### src/rtl/add_round_key_stage.sv
// add_round_key_stage: iterative AES-128 round-state register and AddRoundKey.
// Closes the round loop around the external sub_bytes -> shift_rows -> mix_col chain,
// owns the round counter, and accepts one round key per round over valid/ready.
module add_round_key_stage (
  input  logic         clk,
  input  logic         rst,
  input  logic         start,
  input  logic [127:0] plain_in,
  input  logic [127:0] mix_in,
  input  logic [127:0] round_key,
  input  logic         key_valid,
  output logic         key_ready,
  output logic [127:0] state_out,
  output logic [3:0]   count_out,
  output logic [127:0] data_out,
  output logic         out_valid,
  output logic         busy
);

  localparam int unsigned BLK_W   = 128;
  localparam int unsigned CNT_W   = 4;
  localparam int unsigned LAST_RD = 10;

  typedef enum logic {
    IDLE  = 1'b0,
    ROUND = 1'b1
  } fsm_e;

  fsm_e             fsm_q;
  logic [BLK_W-1:0] state_q;
  logic [BLK_W-1:0] data_q;
  logic [CNT_W-1:0] count_q;
  logic             valid_q;
  logic [BLK_W-1:0] ark_d;
  logic             last_rd_c;

  // Round 0 whitens the plaintext directly; later rounds key the mix_col result.
  always_comb begin
    ark_d     = ((count_q == '0) ? state_q : mix_in) ^ round_key;
    last_rd_c = (count_q == CNT_W'(LAST_RD));
  end

  // Round FSM: one key transfer advances the state by one round.
  always_ff @(posedge clk or posedge rst) begin
    if (rst) begin
      fsm_q   <= IDLE;
      state_q <= '0;
      data_q  <= '0;
      count_q <= '0;
      valid_q <= 1'b0;
    end else begin
      valid_q <= 1'b0;
      case (fsm_q)
        IDLE: begin
          if (start) begin
            state_q <= plain_in;
            count_q <= '0;
            fsm_q   <= ROUND;
          end
        end
        ROUND: begin
          if (key_valid) begin
            state_q <= ark_d;
            if (last_rd_c) begin
              data_q  <= ark_d;
              valid_q <= 1'b1;
              count_q <= '0;
              fsm_q   <= IDLE;
            end else begin
              count_q <= count_q + CNT_W'(1);
            end
          end
        end
      endcase
    end
  end

  // Outputs are flops or a direct decode of the FSM register.
  always_comb begin
    key_ready = (fsm_q == ROUND);
    busy      = (fsm_q == ROUND);
    state_out = state_q;
    count_out = count_q;
    data_out  = data_q;
    out_valid = valid_q;
  end

endmodule

### config.mk
export PLATFORM = sky130hd
export DESIGN_NAME = add_round_key_stage
export DESIGN_NICKNAME = d
export VERILOG_FILES = /design/src/rtl/add_round_key_stage.sv
export SDC_FILE = /design/constraint.sdc
export NUM_CORES = 1
export LEC_CHECK = 0
export CAP_MARGIN = 20
export CORE_AREA = 2 2 256 258
export CTS_BUF_LIST = sky130_fd_sc_hd__clkbuf_2
export DETAILED_ROUTE_END_ITERATION = 7
export DIE_AREA = 0 0 258 260
export GPL_ROUTABILITY_DRIVEN = 0
export SLEW_MARGIN = 20
export SYNTH_ARGS = -nofsm -noshare
export SYNTH_HDL_FRONTEND = slang
export SYNTH_SLANG_ARGS = --single-unit
### constraint.sdc
create_clock -name clk -period 11.4 [get_ports clk]
set_input_delay 2.28 -clock clk [delete_from_list [all_inputs] [get_ports clk]]
set_output_delay 2.28 -clock clk [all_outputs]
set_load 0.01 [all_outputs]
=== Word-level counts from Yosys, hierarchy flattened ===
Index checks and enable logic that the tools add are counted.

* Register bits: 262
* Bits in latches: 0
* RAM bits: 0
* Bits in read-only memories: 0
* Output and inout port bits: 263
* Logic and storage cells: 29
* Memories kept: 0

* Add/subtract/negate cells: 1
* $mul: 0
* Divide/modulo/power cells: 0
* $lt $le $gt $ge: 0
* Equality and inequality tests: 3
* Shifts and indexed selects: 0
* Muxes and demuxes: 15
* Bitwise logic cells: 2
* Reductions and logical operators: 3

{| class="wikitable"
|+ Operators with widths
! cell !! count
|-
| $mux W128 || 3
|-
| $pmux W128 S2 || 1
|-
| $xor A128 B128 Y128 || 1
|-
| $mux W4 || 3
|-
| $pmux W4 S2 || 1
|-
| $mux W1 || 6
|-
| $add A4 B1 Y4 const B || 1
|-
| $eq A4 B4 Y1 const B || 1
|-
| $logic_not A4 Y1 || 1
|-
| $ne A2 B2 Y1 const B || 2
|-
| $reduce_and A3 Y1 || 1
|-
| $pmux W1 S2 || 1
|-
| $reduce_and A2 Y1 || 1
|-
| $not A1 Y1 || 1
|}

=== Depth between registers and ports, before layout ===
* Depth after elaboration: 5
* Mapped depth: 10
* Depth with buffers taken out: 6

=== Least setup slack after synthesis ===
OpenSTA, ideal clock, no wires.

* Kind: in2reg
* Start point: input port key_valid
* End point: register data_q[0], in the netlist data_out[0]
* Setup time: 0.132 ns
* Data arrival time: 3.193 ns
* Data required time: 11.268 ns
* Slack: 8.075 ns
* Stages on the path: 8
* Buffers on the path: 4
* Path through: nand2_1 or2_1 buf_6 buf_8 buf_8 buf_6 nand2_1 o21ai_1

* Longest elaborated chain between the ends: 1

{| class="wikitable"
|+ Ends and longest elaborated chain
! element !! RTL line !! RTL
|-
| start, declared || 11 || <nowiki>input logic key_valid,</nowiki>
|-
| $reduce_and A3 Y1 (no line) || n/a ||
|-
| end signal, assigned || 65 || <nowiki>data_q <= ark_d;</nowiki>
|-
| end, declared || 31 || <nowiki>logic [BLK_W-1:0] data_q;</nowiki>
|}

No other way between the ends.
A chain may end at the register's enable or synchronous reset.

=== Worst setup path in the final report ===
* Start point: input port key_valid
* End point: register state_q[37], in the netlist state_out[37]

* Longest elaborated chain between the ends: 2

{| class="wikitable"
|+ Ends and longest elaborated chain
! element !! RTL line !! RTL
|-
| $ne A2 B2 Y1 (no line) || n/a ||
|-
| $reduce_and A2 Y1 (no line) || n/a ||
|-
| end signal, assigned || 56 || <nowiki>state_q <= plain_in;</nowiki>
|-
| end signal, assigned || 63 || <nowiki>state_q <= ark_d;</nowiki>
|-
| end, declared || 30 || <nowiki>logic [BLK_W-1:0] state_q;</nowiki>
|}

No other way between the ends.

==> flow_summary.json <==
{
  "status": "finished clean",
  "hp-class": "register to register",
  "syn-num-nets": 1679,
  "report.final.setup_viol": 0,
  "met2_resource_use_gr_pct": 25.8,
  "top_usage_layer": "met2",
  "power.share.clock_pct": 13.9,
  "crit_type": "primary input to register",
  "synth_cell_type_count": 28,
  "finish.net_count": 2314,
  "fin_setup_tns_ns": 0,
  "power_frac_seq_pct": 34.4,
  "num_vias": 12100,
  "fill_cells": 6581,
  "p_int_uw": 3020,
  "synthesis.area_mm2": 0.0131,
  "rsz0062_at_grt": "false",
  "cts_setup_buffers": 0,
  "max-slew-margin-rel_pct": 35.2,
  "totalWireLength_mm": 50.3,
  "fmaxAchievable_mhz": 222,
  "critPathCaptureType": "register",
  "first_pass_iters": 4,
  "synthCells": 1288,
  "layout_worst_path_cycle_share_pct": 39.4,
  "leading_cell_type_in_the_layout_fill_and_taps_excluded": "sky130_fd_sc_hd__clkdlybuf4s50_1",
  "netSwitchingFraction_pct": 40.4,
  "drc_errors": 0,
  "setup_slack_ns": 6.90,
  "number_of_global_route_vias_before_repair": 12900,
  "hold_fix_buffer_count_after_cts": 0,
  "synth_sequential_area_ratio_pct": 49.9,
  "number_of_slew_limit_violations_in_the_final_report": 0,
  "setup.reg_to_reg.worst_slack_ns": 7.72,
  "core_region_area_mm2": 0.0641,
  "placement.cell_area_mm2": 0.0202,
  "drt-initial-drc-count": 426,
  "number_of_antenna_violations_at_the_first_check_in_global_routing": 2,
  "critical_path.endpoint": "state_out[37]",
  "stdcell_area_mm2": 0.0209,
  "via_per_inst": 4.28,
  "power.combinational.fraction_pct": 51.7,
  "clkLatencyLatePin_ns": 0.96,
  "portBuffers": 650,
  "timing.critical_path.from_type": "primary input",
  "ratio_of_cells_with_drive_above_1_in_the_final_layout_pct": 7.03,
  "num_cts_buffers": 73,
  "switching_power_uw": 2040,
  "power.static_leakage_uw": 0.00835,
  "fp.dieArea_mm2": 0.0671,
  "postRouteAntennaNets": 0,
  "area_added_between_synthesis_and_finish_pct": 59.0,
  "grt_util_all_layers_pct": 14.6,
  "dp.final_hpwl_mm": 37.9,
  "cts_root_buf": "sky130_fd_sc_hd__clkbuf_2",
  "rr_startpoint": "busy",
  "fp.dieH_um": 260,
  "effective_utilization_at_floorplan_pct": 20.5,
  "rr_worst_depth": 6,
  "grt_pass1_wl_mm": 76.5,
  "floorplan.die.width_um": 258,
  "grt-ovfl-total": 0,
  "number_of_clock_sinks_seen_by_cts": 262,
  "maximum_number_of_pins_on_one_net_before_global_route_repair": 125,
  "crit_path_start": "key_valid",
  "groute.layer.met1.usage_pct": 16.2,
  "cp_data_arrival_time_ns": 5.34,
  "mostFrequentLayoutCells": "sky130_fd_sc_hd__clkdlybuf4s50_1 (650), sky130_fd_sc_hd__dfrtp_1 (261), sky130_fd_sc_hd__o21ai_1 (248)",
  "clkSlewWorstSetupHoldPaths_ns": 0.09,
  "core.rowCount": 93,
  "ys.warnings.count": 0,
  "critical_path_peak_fanout": 67,
  "dpl_worst_slack_ns": 5.87,
  "worst_pin_slew_ns": 0.972,
  "floorplan.io_pins": 651,
  "synth_area_per_cell_um2": 10.2,
  "hold_viol_final": 0,
  "post-route-min-period_ns": 4.50,
  "clock_skew_ns": 0.0741,
  "synth_seq_cells": 262,
  "cp_data_required_time_ns": 12.25,
  "use_met3_pct": 4.07,
  "cts_tree": "done",
  "drt-wirelength-per-cell_um": 17.7,
  "htree_num_levels": 3,
  "post_cts.resized_instances": 0,
  "critical_path.reg2reg.endpoint": "state_out[37]",
  "maxCapViolations": 0,
  "cts_buffer_depth": 3,
  "powerDensity_mw_per_mm2": 242,
  "vdd_ir_drop_max_mv": 0.111
}
metrics by stage:
step / std cells / total power (uW) / hold WS, ns / util, %
6_report: 2837 / 5060 / 0.489 / 32.6
5_1_grt: 2837 / 5420 / 0.512 / 32.6
4_1_cts: 2833 / 5150 / 0.494 / 32.6
3_5_place_dp: 2703 / 4410 / 0.474 / 31.5
3_3_place_gp: 2703 / 4360 / 0.466 / 31.5
2_1_floorplan: 1288 / 2950 / 0.517 / -
worst max-delay path, stage by stage:
cell and delay, ns:
sky130_fd_sc_hd__clkdlybuf4s50_1 0.55, sky130_fd_sc_hd__nand2_4 0.61, sky130_fd_sc_hd__o21a_4 0.75, sky130_fd_sc_hd__buf_4 0.70
sky130_fd_sc_hd__a21oi_1 0.15, sky130_fd_sc_hd__o21ai_1 0.12
metal layers:
| layer | up-vias | wire [um] |
|---|---|---|
| met2 | 477 | 25400 |
| li1 | 5799 | - |
| met5 | - | 0 |
| met1 | 5758 | 19600 |
| met4 | 0 | 1920 |
| met3 | 98 | 3440 |
logic make-up after synthesis:
kind of cell	Yosys count	synth area share [%]
simple gates	268	11.5
mux	130	9.91
fa+ha+maj	3	0.286
compound gates	390	15.0
buf+inv	107	4.90
xor+xnor	128	8.53
flops	262	49.9
cell type report:
| type | instances | area [um2] | share of cell area [%] |
|---|---|---|---|
| Antenna cell | 4 | 10.0 | 0.0479 |
| Clock buffer | 114 | 571 | 2.73 |
| Clock inverter | 16 | 96.3 | 0.461 |
| Inverter | 5 | 28.8 | 0.138 |
| Multi-Input combinational cell | 919 | 5960 | 28.5 |
| Sequential cell | 262 | 6560 | 31.4 |
| Tap cell | 855 | 1070 | 5.12 |
| Timing Repair Buffer | 662 | 6600 | 31.6 |
cell usage after synthesis, drive strengths merged:
library cell / n / area share, %
a21oi: 128 / 4.9
a22o: 1 / 0.067
a32o: 1 / 0.076
and2: 1 / 0.048
and3: 1 / 0.048
buf: 37 / 2.9
clkbuf: 65 / 1.9
dfrtp: 262 / 50
ha: 3 / 0.29
inv: 5 / 0.14
mux2i: 130 / 9.9
nand2: 132 / 3.8
nand3: 1 / 0.038
nand3b: 1 / 0.057
nor2: 2 / 0.057
nor3b: 129 / 7.4
o21a: 1 / 0.057
o21ai: 257 / 9.8
o21ba: 1 / 0.076
o22ai: 1 / 0.048
or2: 1 / 0.048
xor2: 128 / 8.5
flip-flops by register name (all words and copies together) (netlist names):
name,cells
busy,1
count_out,4
data_out,128
out_valid,1
state_out,128
worst min-delay path by stage:
stage,from,endpoint,slack [ns],depth (start not counted)
3_5_place_dp,data_out[6],data_out[6],0.47,2
4_1_cts,data_out[72],data_out[72],0.49,2
3_3_place_gp,data_out[27],data_out[27],0.47,2
5_1_grt,data_out[85],data_out[85],0.51,2
2_1_floorplan,data_out[107],data_out[107],0.52,2
6_report,data_out[85],data_out[85],0.49,2
power by group through the flow:
stage / clock (uW) / combinational (uW) / sequential (uW)
after floorplan: 0 / 1070 / 1880
after global placement: 0 / 2620 / 1740
after detailed placement: 0 / 2650 / 1750
after CTS: 746 / 2660 / 1740
after global routing: 798 / 2830 / 1800
final: 705 / 2620 / 1740
Note: power is estimated with default switching activity, not from simulation.
==> variant: new RTL, same flow settings <==
Register the input `round_key` before use. The logic sees it one clock later. The other inputs are not delayed to match.
--- a/src/rtl/add_round_key_stage.sv
+++ b/src/rtl/add_round_key_stage.sv
@@ -28,2 +28,8 @@
 
+  logic [127:0] round_key_q;
+
+  always_ff @(posedge clk) begin
+    round_key_q <= round_key;
+  end
+
   fsm_e             fsm_q;
@@ -38,3 +44,3 @@
   always_comb begin
-    ark_d     = ((count_q == '0) ? state_q : mix_in) ^ round_key;
+    ark_d     = ((count_q == '0) ? state_q : mix_in) ^ round_key_q;
     last_rd_c = (count_q == CNT_W'(LAST_RD));
Behaviour: not the same (a bounded check fails within 4 cycles, from zero or initial values and one cycle with rst high).
==> variant against the original RTL <==
Critical path depth down 5. Register-to-register slack worse by 0.16 ns. Setup slack worse by 0.34 ns. Sequential cell count up 128. Wire length up 12%. Cell area up 14%. Count of clock-buffer cells in the layout up 73. Area after synthesis up 20%. Cell count up 7.3%. Worst hold slack worse by 0.0029 ns. Total power up 13%. Critical endpoint is now key_ready. Highest routed layer is now met5.
==> variant: results (changes against the original RTL) <==
status - finished, final reports clean (unchanged)
hold_sp - data_out[54]$_DFFE_PP0P_ (was data_out[85]$_DFFE_PP0P_)
Reg2Reg Setup Slack - 7.56 ns (was 7.72 ns)
worst setup path startpoint - busy$_DFF_PP0_ (was key_valid)
critical register-to-register path endpoint - data_out[100]$_DFFE_PP0P_ (was state_out[37]$_DFFE_PP0P_)
TritonCTS Buffers - 108 (was 73)
Leakage - 9.74 nW (was 8.35 nW)
endpoint with the worst hold slack - data_out[54]$_DFFE_PP0P_ (was data_out[85]$_DFFE_PP0P_)
synth cell count leaders - 262 x dfrtp_1, 246 x o21ai_1, 132 x nand2_1 (was 262 x dfrtp_1, 248 x o21ai_1, 132 x nand2_1)
Worst Path Arrival - 2.55 ns (was 5.34 ns)
Via Count - 13,200 (was 12,100)
Post-synth ARST share - 67.2% (was 100%)
GRT Total Usage - 16.1% (was 14.6%)
global-route wire length before repair - 83,600 µm (was 76,500 µm)
slowest CP cell - dfrtp_4 (was o21a_4)
Layout Skew - 0.0862 ns (was 0.0741 ns)
dpl hpwl - 39,800 µm (was 37,900 µm)
sequential area share after synthesis - 58.0% (was 49.9%)
pre-CTS WS - 6.36 ns (was 5.87 ns)
number of global-route vias before repair - 14,100 (was 12,900)
worst skew pair latency - 1.09 ns (was 0.96 ns)
worst-path fanout max - 41 (was 67)
min Tclk post-route - 4.83 ns (was 4.50 ns)
met1 usage - 19.0% (was 16.2%)
RR Startpoint - count_out[0]$_DFFE_PP0P_ (was busy$_DFF_PP0_)
-- variant: cell types whose count changed after synthesis --
cell,before,now
dfxtp_1,0,128
clkbuf_1,65,52
buf_2,4,15
buf_1,1,3
buf_8,2,0
o21ai_1,248,246
o21ai_2,0,2
a31oi_1,0,1
buf_6,27,28
mux2i_4,0,1
o21a_1,1,0
o21ba_2,1,0
-- variant: routing by layer --
metal	vias up	routed length [µm]
li1	6311	-
met5	-	23
met2	500	27700
met1	6270	22600
met4	4	1960
met3	116	3930
-- variant: area by class of cell --
type / instances / area [µm²]
fillers: 6401 / 40300
flip-flops and latches: 390 / 9120
repair buffers: 665 / 6620
multi-input cells: 919 / 5970
well taps: 855 / 1070
clock buffers: 187 / 936
clock inverters: 16 / 77.6
inverters: 5 / 26.3
diodes: 7 / 17.5
-- variant: per-stage QoR --
step	area, µm²	hold slack (ns)	total power, mW	cells
floorplan	15700	0.506	3.36	1415
global placement	22800	0.466	4.68	2834
detailed placement	22800	0.472	4.71	2834
CTS	23800	0.491	5.80	3037
global route	23800	0.495	6.09	3042
finish	23800	0.486	5.70	3044
-- variant: power groups by stage --
stage	registers [mW]	clock network, mW	logic (mW)
after floorplan	2.30	0	1.06
after detailed placement	2.18	0	2.54
after global routing	2.21	1.18	2.70
after CTS	2.16	1.10	2.54
final	2.15	1.04	2.51
after global placement	2.17	0	2.51
-- variant: kinds of logic after synthesis --
group           synth area share, %
xor+xnor                       7.13
buf+inv                        4.06
compound gates                 12.5
simple gates                   9.60
fa+ha+maj                     0.239
flops                          58.0
mux                            8.42
-- variant: worst register-to-register path, stage by stage, from the launching register on --
cell and delay [ns]:
dfrtp_1 0.46, inv_1 0.11, ha_1 0.14, nor3b_4 0.58, buf_4 0.76, buf_4 0.77, mux2i_1 0.34, xor2_1 0.38
o21ai_1 0.10
